===== config.mk =====
export PLATFORM = sky130hd
export DESIGN_NAME = arbiter_priority_8
export DESIGN_NICKNAME = d
export VERILOG_FILES = /design/src/rtl/arbiter_pkg.sv /design/src/rtl/picker_priority_8.sv /design/src/rtl/arbiter_priority_8.sv
export SDC_FILE = /design/constraint.sdc
export NUM_CORES = 1
export LEC_CHECK = 0
export CAP_MARGIN = 20
export CORE_ASPECT_RATIO = 1.25
export CORE_MARGIN = 3
export CORE_UTILIZATION = 58
export DETAILED_ROUTE_END_ITERATION = 8
export GPL_TIMING_DRIVEN = 0
export PLACE_DENSITY = 0.86
export SYNTH_ARGS = -nofsm -noshare
export SYNTH_HDL_FRONTEND = slang
export SYNTH_HIERARCHICAL = 1
export SYNTH_SLANG_ARGS = --single-unit
export TNS_END_PERCENT = 5

===== constraint.sdc =====
create_clock -name clock -period 6.5 [get_ports clock]
set_input_delay 1.625 -clock clock [delete_from_list [all_inputs] [get_ports clock]]
set_output_delay 1.625 -clock clock [all_outputs]
set_load 0.01 [all_outputs]

===== src/rtl/arbiter_pkg.sv =====
// Shared types and constants for the eight-way arbiter and its picker.
// index_to_onehot is the single place where a channel index becomes a grant vector.
package arbiter_pkg;

    typedef enum logic {
        IDLE  = 1'b0,
        GRANT = 1'b1
    } arbState_t;

    localparam int NUM_REQUESTERS = 8;
    localparam int INDEX_WIDTH    = 3;

    function automatic logic [NUM_REQUESTERS-1:0] index_to_onehot(
        input logic [INDEX_WIDTH-1:0] idx
    );
        return NUM_REQUESTERS'(1) << idx;
    endfunction

endpackage


===== src/rtl/picker_priority_8.sv =====
// Combinational winner picker: rotate the active vector, fixed-priority encode, un-rotate.
// Rotation puts channel (start-1) at bit 7 so the descending search starts there.
module picker_priority_8
    import arbiter_pkg::*;
(
    input  logic [NUM_REQUESTERS-1:0] active_i,
    input  logic [INDEX_WIDTH-1:0]    start_i,
    input  logic                      rotate_i,
    output logic                      found_o,
    output logic [INDEX_WIDTH-1:0]    index_o
);

    logic [INDEX_WIDTH-1:0]    shift;
    logic [NUM_REQUESTERS-1:0] rotated;
    logic [INDEX_WIDTH-1:0]    rot_idx;

    // Fixed mode is the rotating search with a zero start, i.e. plain 7-highest.
    assign shift = rotate_i ? start_i : '0;

    always_comb begin
        rotated = '0;
        for (int i = 0; i < NUM_REQUESTERS; i++) begin
            rotated[i] = active_i[INDEX_WIDTH'(i) + shift];
        end
    end

    always_comb begin
        rot_idx = '0;
        for (int i = 0; i < NUM_REQUESTERS; i++) begin
            if (rotated[i]) begin
                rot_idx = INDEX_WIDTH'(i);
            end
        end
    end

    assign found_o = |active_i;
    assign index_o = rot_idx + shift;

endmodule


===== src/rtl/arbiter_priority_8.sv =====
// Eight-way arbiter with active-low requests, fixed or round-robin priority,
// registered one-hot grant and forced revocation after MAX_HOLD cycles.
module arbiter_priority_8
    import arbiter_pkg::*;
#(
    parameter int MAX_HOLD = 16
) (
    input  logic       clock,
    input  logic       resetN,
    input  logic       enableN,
    input  logic       roundRobin,
    input  logic [7:0] requestN,
    output logic [7:0] grant,
    output logic [2:0] grantIndex,
    output logic       grantValid,
    output logic       timeout,
    output logic       debugState
);

    localparam int                HOLD_W     = $clog2(MAX_HOLD + 1);
    localparam logic [HOLD_W-1:0] HOLD_LIMIT = HOLD_W'(MAX_HOLD);
    localparam logic [HOLD_W-1:0] HOLD_ONE   = HOLD_W'(1);

    arbState_t              state_q, state_d;
    logic [INDEX_WIDTH-1:0] owner_q, owner_d;
    logic [HOLD_W-1:0]      hold_q, hold_d;
    logic [INDEX_WIDTH-1:0] pointer_q, pointer_d;
    logic [INDEX_WIDTH-1:0] mask_idx_q, mask_idx_d;
    logic                   mask_valid_q, mask_valid_d;
    logic                   timeout_q, timeout_d;

    logic [NUM_REQUESTERS-1:0] active;
    logic [NUM_REQUESTERS-1:0] unmasked_others;
    logic                      pick_found;
    logic [INDEX_WIDTH-1:0]    pick_idx;

    // A timed-out channel sits out one arbitration, unless it is the only requester.
    always_comb begin
        active          = ~requestN;
        unmasked_others = active & ~index_to_onehot(mask_idx_q);
        if (mask_valid_q && (|unmasked_others)) begin
            active = unmasked_others;
        end
    end

    picker_priority_8 u_picker (
        .active_i (active),
        .start_i  (pointer_q),
        .rotate_i (roundRobin),
        .found_o  (pick_found),
        .index_o  (pick_idx)
    );

    always_comb begin
        state_d      = state_q;
        owner_d      = owner_q;
        hold_d       = hold_q;
        pointer_d    = pointer_q;
        mask_idx_d   = mask_idx_q;
        mask_valid_d = mask_valid_q;
        timeout_d    = 1'b0;
        unique case (state_q)
            IDLE: begin
                mask_valid_d = 1'b0;
                if (!enableN && pick_found) begin
                    state_d   = GRANT;
                    owner_d   = pick_idx;
                    hold_d    = HOLD_ONE;
                    pointer_d = pick_idx;
                end
            end
            GRANT: begin
                // Release wins over timeout when both happen on the same cycle.
                if (requestN[owner_q]) begin
                    state_d = IDLE;
                end else if (hold_q == HOLD_LIMIT) begin
                    state_d      = IDLE;
                    mask_idx_d   = owner_q;
                    mask_valid_d = 1'b1;
                    timeout_d    = 1'b1;
                end else begin
                    hold_d = hold_q + HOLD_ONE;
                end
            end
            default: state_d = IDLE;
        endcase
    end

    always_ff @(posedge clock or negedge resetN) begin
        if (!resetN) begin
            state_q      <= IDLE;
            owner_q      <= '0;
            hold_q       <= '0;
            pointer_q    <= '0;
            mask_idx_q   <= '0;
            mask_valid_q <= 1'b0;
            timeout_q    <= 1'b0;
        end else begin
            state_q      <= state_d;
            owner_q      <= owner_d;
            hold_q       <= hold_d;
            pointer_q    <= pointer_d;
            mask_idx_q   <= mask_idx_d;
            mask_valid_q <= mask_valid_d;
            timeout_q    <= timeout_d;
        end
    end

    assign grantValid = (state_q == GRANT);
    assign grant      = grantValid ? index_to_onehot(owner_q) : '0;
    assign grantIndex = grantValid ? owner_q : '0;
    assign timeout    = timeout_q;
    assign debugState = state_q;

endmodule


==> results.toml <==
[die]
die_w_um = 52.3
die_area_um2 = 3340
rows = 20
die_y_um = 63.9
coreArea_um2 = 2500
initial_utilization_pct = 62.2
io_pins = 26

[cells_and_area]
fin_nets = 211
diodes = 0
area_growth_syn_to_layout_pct = 20.4
fin_cells = 226
layout-drive-gt1-share_pct = 16.1

[min_path]
worstHoldPathCells = 1
hp-start = "mask_valid_q"
min_path_type = "flop to flop"
hold_path_end = "mask_valid_q"

[sta]
clock-skew-final_ps = 2.21
slew_viol_final = 0
fin_crit_ps = 5720
rsz0062_at_grt = "false"
hold-worst-slack_ps = 498
finalSetupViolations = 0
fmaxAchievable_mhz = 175
finalCritPeriodShare_pct = 88.0
timing_hold_violations_final = 0
worst_pin_slew_ps = 640
setup_tns_ps = 0
max_slew_margin_pct = 57.2

[logic_synthesis]
synth-edff-count = 0
synth_flop_cell = "dfrtp_1"
synth_seq_cells = 14
syn_inst = 165
ys_async_sr_fraction_pct = 100
seq_area_frac_synth_pct = 22.5
synth_nets = 182
avgSynthCellArea_um2 = 9.43
yosys_warnings = 6
syn_area_um2 = 1560
ys_types = 57

[clock_tree]
cts_tree = "yes"
cts_buffers = 3
cts_hold_buf = 0
cts_max_level = 1
clk_pin_slew_ps = 80
cts.path.max_buffers = 2
cts.sinks = 14
clk_latency_ps = 270
postCtsSetupRepairBufs = 0
cts_resized = 0
cts_root_buf = "clkbuf_4"

[worst_setup_path]
slowest_stage = "a31oi_1"
arrival_ps = 5940
end_kind = "flop"
cp_max_fo = 8
rrSetupSlack_ps = 2130
critPathLaunchType = "input port"
worstSetupPathType = "input port to flop"
r2r-start = "mask_idx_q[0]"
r2r-end = "pointer_q[2]"
crit_chain = "clkdlybuf4s50_1, nor4bb_1, a311oi_1, or4_1, clkbuf_1, a31oi_1, mux4_1, nor2_1, a311oi_1, a21bo_1, o21ai_1, ha_1, fa_1, xnor2_1, xnor2_1, nand2_1, nand2_1"
slowest_delay_ps = 550
worst_ep_required_time_ps = 6720
ff2ff_path_depth = 17

[run_status]
status = "completed"

[place]
portBuffers = 24
place_congestion = 0.851
dpl.hpwl_mm = 2.86
placedCellCount = 222

[global_route]
first_global_vias = 1374
grtUsageMet3_pct = 2.56
antenna_found_initial = 0
use_met2_pct = 45.3
grt.busiest_layer = "met2"
grt_pass1_wl_mm = 6.26
grt_start_max_net_pins = 15
overflow = 0
grt_use_met1_pct = 27.8
grtUsageTotal_pct = 24.1

[routing]
first_pass_iters = 4
drt-total-wl_mm = 3.62
route.vias.total = 1354
drc = 0
vias_per_cell = 5.99
drt_iter0_markers = 44
postRouteAntennaNets = 0
wl_per_cell_um = 16.0

[pwr]
totalPowerFinal_w = 0.000712
power.leakage_nw = 0.839
p_per_area_nw_per_um2 = 380
vdd_ir_drop_max_mv = 0.238

[run]
drv_cap = 0
-- cells by family after synthesis --
| group | after synthesis | share of synthesized area [%] |
|---|---|---|
| AOI/OAI and AO/OA | 28 | 13.8 |
| DFF | 14 | 22.5 |
| xor gates and xnor gates | 8 | 4.51 |
| adders and majority gates | 5 | 4.51 |
| and+or+nand+nor | 62 | 22.1 |
| buffers and inverters | 21 | 7.64 |
| muxes | 27 | 24.9 |
-- how the worst max path moves through the flow --
stage	from	endpoint	slack (ps)	cells after the start
6_report	requestN[5]	pointer_q[2]	780	17
5_1_grt	requestN[5]	pointer_q[2]	550	17
4_1_cts	requestN[5]	pointer_q[2]	840	17
3_5_place_dp	requestN[5]	pointer_q[2]	530	17
3_3_place_gp	requestN[5]	pointer_q[2]	640	17
2_1_floorplan	requestN[5]	pointer_q[2]	1570	16
-- per-stage QoR --
stage	utilization (%)	instance area (µm²)	setup WS, ps
6_report	74.9	1870	783
2_1_floorplan	-	1560	1570
4_1_cts	74.9	1870	838
5_1_grt	74.9	1870	548
3_5_place_dp	73.4	1840	529
3_3_place_gp	73.4	1840	644
-- critical path: cells and delay by family --
kind	cells	cell delay [ps]
fa+ha+maj	2	570
mux	1	350
compound gates	5	1380
simple gates	5	930
buf+inv	2	730
xor+xnor	2	330
-- layout by cell type, fill, tap and decap left out, types with 2 or more instances in the layout --
master and n:
clkdlybuf4s50_1 24, nand2_1 20, dfrtp_1 14, inv_1 11
mux2i_1 10, nor2_1 9, a31oi_1 7, mux2_4 5
xnor2_1 5, mux4_2 4, ha_1 4, buf_2 3
nor3_1 3, nor2b_1 3, mux2_1 3, and2_1 3
nor3b_1 3, nand3_1 3, o2bb2ai_1 3, xor2_1 3
clkbuf_4 3, buf_6 2, clkbuf_1 2, nand2b_1 2
a32oi_1 2, a311oi_1 2, a41oi_1 2, mux2_2 2
nand4_1 2, nor2_4 2, mux4_1 2, nor4_1 2
-- power breakdown --
group | leakage (nW) | internal [W] | switching [W]
logic | 0.635 | 0.000246 | 0.000244
clock network | 0.0210 | 0.0000340 | 0.0000274
registers | 0.183 | 0.000113 | 0.0000468
-- flip-flops by register name (all words and copies together), names as in the netlist --
signal and flops:
debugState 1, timeout 1, hold_q 5, mask_valid_q 1, mask_idx_q 3, pointer_q 3
-- cells in the mapped netlist, types with 3 or more instances --
master	n	area, µm²
a31oi_1	7	43.8
o2bb2ai_1	3	26.3
dfrtp_1	14	350
mux4_2	4	90.1
mux2_1	3	33.8
nor3b_1	3	22.5
nand2_1	20	75.1
ha_1	4	50.1
nand3_1	3	15.0
buf_2	3	15.0
and2_1	3	18.8
inv_1	11	41.3
nor2b_1	3	18.8
mux2_4	5	75.1
nor3_1	3	15.0
mux2i_1	10	100
xnor2_1	5	43.8
xor2_1	3	26.3
nor2_1	9	33.8
-- layer usage --
| layer | routed length [µm] | up-vias |
|---|---|---|
| li1 | - | 665 |
| met1 | 1480 | 647 |
| met2 | 1990 | 40 |
| met3 | 127 | 2 |
| met4 | 24 | 0 |
| met5 | 0 | - |
-- cell type report --
class / instances / area (µm²)
clock buffers: 4 / 36.3
inverters: 11 / 41.3
plain buffers: 10 / 77.6
well taps: 33 / 41.3
flip-flops and latches: 14 / 350
multi-input cells: 130 / 1090
repair buffers: 24 / 240
fillers: 178 / 629
Power figures use the tool's default switching activity.
